`src/rtl/if_stage.sv`:
```
// Instruction-fetch stage: owns the fetch address, runs the variable-latency
// imem handshake, buffers one instruction plus one skid entry while the
// pipeline is frozen, and redirects on EXE branches.
//
// state | meaning
// ------+-----------------------------------------------------------------
// IDLE  | after reset, no request; always moves to FETCH on the next edge
// FETCH | request outstanding at req_addr
// STALL | buffer and skid both full, no request until the buffer drains
// DRAIN | request for a killed fetch still outstanding at drain_addr
module if_stage #(
  parameter logic [31:0] RESET_PC = 32'h0000_0000
) (
  input  logic        clk,
  input  logic        rst,
  input  logic        freeze,
  input  logic        branch_taken,
  input  logic [31:0] branch_addr,
  output logic        imem_req,
  output logic [31:0] imem_addr,
  input  logic        imem_ack,
  input  logic [31:0] imem_rdata,
  output logic [31:0] instr_out,
  output logic [31:0] pc_out,
  output logic        valid_out
);

  typedef enum logic [1:0] {IDLE, FETCH, STALL, DRAIN} state_t;

  state_t      state, state_nx;
  logic [31:0] req_addr, req_addr_nx;
  logic [31:0] drain_addr, drain_addr_nx;
  logic [31:0] skid_instr, skid_instr_nx;
  logic [31:0] skid_pc, skid_pc_nx;
  logic [31:0] instr_nx, pc_nx;
  logic        valid_nx;
  logic        consume;
  logic [31:0] fetch_next;

  assign consume    = valid_out & ~freeze;
  assign fetch_next = req_addr + 32'd4;

  // Request outputs decode registered state only; no path from imem_ack.
  assign imem_req  = (state == FETCH) || (state == DRAIN);
  assign imem_addr = (state == DRAIN) ? drain_addr : req_addr;

  // Next-state and datapath decisions; a branch overrides everything else.
  always_comb begin
    state_nx      = state;
    req_addr_nx   = req_addr;
    drain_addr_nx = drain_addr;
    skid_instr_nx = skid_instr;
    skid_pc_nx    = skid_pc;
    instr_nx      = instr_out;
    pc_nx         = pc_out;
    valid_nx      = valid_out & ~consume;

    case (state)
      IDLE: state_nx = FETCH;
      FETCH: begin
        if (imem_ack) begin
          req_addr_nx = fetch_next;
          if (!valid_out || !freeze) begin
            instr_nx = imem_rdata;
            pc_nx    = fetch_next;
            valid_nx = 1'b1;
          end else begin
            // Buffer is held by a frozen pipeline: park the word in the skid.
            skid_instr_nx = imem_rdata;
            skid_pc_nx    = fetch_next;
            state_nx      = STALL;
          end
        end
      end
      STALL: begin
        if (!freeze) begin
          instr_nx = skid_instr;
          pc_nx    = skid_pc;
          valid_nx = 1'b1;
          state_nx = FETCH;
        end
      end
      DRAIN: begin
        if (imem_ack) state_nx = FETCH;
      end
    endcase

    if (branch_taken) begin
      valid_nx      = 1'b0;
      req_addr_nx   = branch_addr;
      skid_instr_nx = '0;
      skid_pc_nx    = '0;
      instr_nx      = instr_out;
      pc_nx         = pc_out;
      drain_addr_nx = drain_addr;
      case (state)
        FETCH: begin
          // A pending request cannot be aborted; remember it so its data is dropped.
          if (!imem_ack) begin
            state_nx      = DRAIN;
            drain_addr_nx = req_addr;
          end else begin
            state_nx = FETCH;
          end
        end
        DRAIN:   state_nx = DRAIN;
        default: state_nx = FETCH;
      endcase
    end
  end

  // State and datapath registers.
  always_ff @(posedge clk or negedge rst) begin
    if (!rst) begin
      state      <= IDLE;
      req_addr   <= RESET_PC;
      drain_addr <= '0;
      skid_instr <= '0;
      skid_pc    <= '0;
      instr_out  <= '0;
      pc_out     <= '0;
      valid_out  <= 1'b0;
    end else begin
      state      <= state_nx;
      req_addr   <= req_addr_nx;
      drain_addr <= drain_addr_nx;
      skid_instr <= skid_instr_nx;
      skid_pc    <= skid_pc_nx;
      instr_out  <= instr_nx;
      pc_out     <= pc_nx;
      valid_out  <= valid_nx;
    end
  end

endmodule

```
`config.mk`:
```
export PLATFORM = sky130hd
export DESIGN_NAME = if_stage
export DESIGN_NICKNAME = d
export VERILOG_FILES = /design/src/rtl/if_stage.sv
export SDC_FILE = /design/constraint.sdc
export NUM_CORES = 1
export LEC_CHECK = 0
export ABC_AREA = 1
export CELL_PAD_IN_SITES_DETAIL_PLACEMENT = 1
export CELL_PAD_IN_SITES_GLOBAL_PLACEMENT = 1
export CORE_MARGIN = 2
export CORE_UTILIZATION = 39
export CTS_CLUSTER_SIZE = 24
export DETAILED_ROUTE_END_ITERATION = 10
export PLACE_DENSITY = 0.77
export REMOVE_ABC_BUFFERS = 1
export SYNTH_ARGS = -nofsm -noshare
export SYNTH_HDL_FRONTEND = slang
export SYNTH_SLANG_ARGS = --single-unit
```
`constraint.sdc`:
```
create_clock -name clk -period 1.9 [get_ports clk]
set_input_delay 0.57 -clock clk [delete_from_list [all_inputs] [get_ports clk]]
set_output_delay 0.57 -clock clk [all_outputs]
set_load 0.005 [all_outputs]
```
==> qor.csv <==
metric;value;unit
run_status;finished with violations;
violations;negative setup slack;
tightest_slew;0.482;ns
fin_ws;-0.606;ns
hold_depth;2;
clock_skew;0.0152;ns
synth_top_area_cell;dfrtp_1;
num-fill-cells;2430;
p_int;14.7;mW
drt-vias-per-instance;6.37;
first_pass_iters;7;
io_buffers;166;
critPathMaxFanout;7;
clock_latency;0.47;ns
synth_top_area_share;52.0;%
drv_cap;0;
drt-total-wl;59400;um
antenna_found_initial;0;
rsz0062_at_grt;yes;
place_congestion;0.836;
grt_pass1_vias;10900;
diodes;0;
dieHeight;159;um
die_area;25300;um^2
vias;11800;
synth_ff_type;dfrtp_1;
p_leak;8.05;nW
ys_ff_latch;195;
syn2layout_area_growth;76.5;%
start_util;39.9;%
grt_pass1_wl;62300;um
die_x;159;um
combPwrFrac;59.2;%
placed_area;12100;um^2
vdd_drop_max;1160;uV
slew_headroom;67.8;%
drt_iter0_markers;1384;
required;2.30;ns
cpMaxStageDelayCell;dfrtp_1;
grt_max_degree;58;
hp-class;flip-flop to flip-flop;
grt_use_total;31.6;%
powerDensity;1640;nW/um^2
async_flop_share;100;%
cts-root-buf;clkbuf_16;
cts.sinks;195;
min_period;2.51;ns
clkTransAtPathRegs;0.09;ns
fmax;399;MHz
routedWlPerCell;31.9;um
cts_made_buffers;17;
synthTopCellsByArea;dfrtp_1 52%, nand2_1 18%, o21ai_0 6.4%;
syn_area;9390;um^2
r2r_cells;15;
holdWs;0.487;ns
route.detailed.drc;0;
cp_data_arrival_time;2.91;ns
ant_nets;0;
yosysWarningCount;0;
rows;56;
fin_nets;1600;
grt.overflow.total;0;
crit_chain;buf_6, buf_6, inv_4, ha_4, buf_6, inv_4, o21ai_2, or2_1, nor2_4, buf_6, clkinv_8, clkbuf_16, a21oi_2, nand2_1, nand2_1;
clockBufferDepth;2;
worstSetupStartpointType;flip-flop;
drv_slew;0;
synth_top_cells_by_count;452 x nand2_1, 195 x dfrtp_1, 125 x nor2_1;
pwr-share-seq;26.2;%
post-place-ws;-0.357;ns
p_sw_share;45.8;%
hpwl;22300;um
crit_path_end_kind;flip-flop;
syn-instance-count;1220;
synth_most_common_cell;nand2_1;
synth-edff-count;0;
ys_types;31;
crit_type;flip-flop to flip-flop;
final_area;16600;um^2
yosysSeqAreaShare;52.0;%
final.period_utilization;132;%
max_stage_delay;0.44;ns
core_area;23500;um^2
crit_path_frequent_cell;buf_6;
drive_above_1_share;42.3;%
num_io_pins;167;
syn_avg_cell_area;7.70;um^2
clkPwrFrac;14.6;%
hold_viol_final;0;
cts_tree;built;
switchingPower;12.4;mW
setup_violations;227;
h-tree-depth;4;
==> kinds of logic after synthesis <==
group	after synthesis	synth area share (%)
AO/OA/AOI/OAI	221	12.8
XOR/XNOR	11	1.03
adder cells (fa/ha/maj)	4	0.533
buffers and inverters	131	5.70
flip-flops	195	52.0
AND/OR/NAND/NOR	658	28.0
==> registers in the layout, summed over array words and instances (netlist names) <==
| signal | count |
|---|---|
| instr_out | 32 |
| pc_out | 32 |
| skid_instr | 32 |
| valid_out | 1 |
| drain_addr | 32 |
| state | 2 |
| req_addr | 32 |
| skid_pc | 32 |
==> path summary, 6_finish.rpt <==
kind	start	slack (ns)	endpoint
hold / removal	pc_out[26]	0.49	pc_out[26]
setup / recovery	state[1]	-0.61	pc_out[21]
hold reg to reg	pc_out[26]	0.49	pc_out[26]
min in group asynchronous	rst	0.54	skid_pc[12]
setup reg to reg	state[1]	-0.61	pc_out[21]
max in group asynchronous	rst	0.72	req_addr[2]
==> layout make-up <==
cell class,count,area [um^2],share of cell area [%]
clock buffers,17,425,2.57
flip-flops and latches,195,4880,29.4
well taps,319,399,2.41
multi-input cells,895,6050,36.5
inverters,62,258,1.55
repair buffers,356,4390,26.5
clock inverters,15,184,1.11
==> power groups by stage <==
stage | clock [mW] | sequential, mW | combinational (mW)
2_1_floorplan | 0 | 6.33 | 3.45
3_3_place_gp | 0 | 6.38 | 8.38
3_5_place_dp | 0 | 6.42 | 8.71
4_1_cts | 3.82 | 6.40 | 11.1
5_1_grt | 4.08 | 7.18 | 16.5
6_report | 3.96 | 7.12 | 16.1
==> metal layers <==
| metal | part of all wire (%) | track usage, % |
|---|---|---|
| met5 | 0 | 0 |
| met4 | 7.5 | 13.7 |
| met3 | 10 | 5.86 |
| met2 | 47 | 53.1 |
| met1 | 35 | 39.8 |
==> critical path, delay by kind of cell (launching register included) <==
kind,cells,cell delay [ns]
compound gates,2,0.19
buf+inv,8,0.98
simple gates,4,0.63
flops,1,0.44
fa+ha+maj,1,0.18
==> cell usage in the layout, fill, tap and decap left out, types with 37 or more instances in the layout <==
cell type,n
nand3_1,42
clkbuf_16,38
buf_12,37
buf_4,70
o21ai_2,91
nand2_1,293
nand2_2,64
inv_1,46
dfrtp_1,194
clkdlybuf4s50_1,69
nor2_1,76
nand2_4,96
nor2_4,38
==> metrics by stage <==
stage                     setup TNS [ns]  power [mW]  instances  util, %
after floorplan                  -276.21        9.78       1151        -
after global placement            -35.00        14.8       1724     51.4
after detailed placement          -41.84        15.1       1724     51.4
after CTS                         -46.62        21.3       1808     58.8
after global routing              -83.07        27.7       1859     70.4
final                             -81.03        27.2       1859     70.4
==> what timing repair did <==
item                                   4_1_cts  5_1_grt
endpoints found under the hold margin       14        0
setup buffers                               34       38
cloned                                      20       27
pin swaps                                   25       91
resized for setup                          315      636
setup endpoints to repair                  143      255
hold buffers                                 1        0
Power figures use the tool's default switching activity.
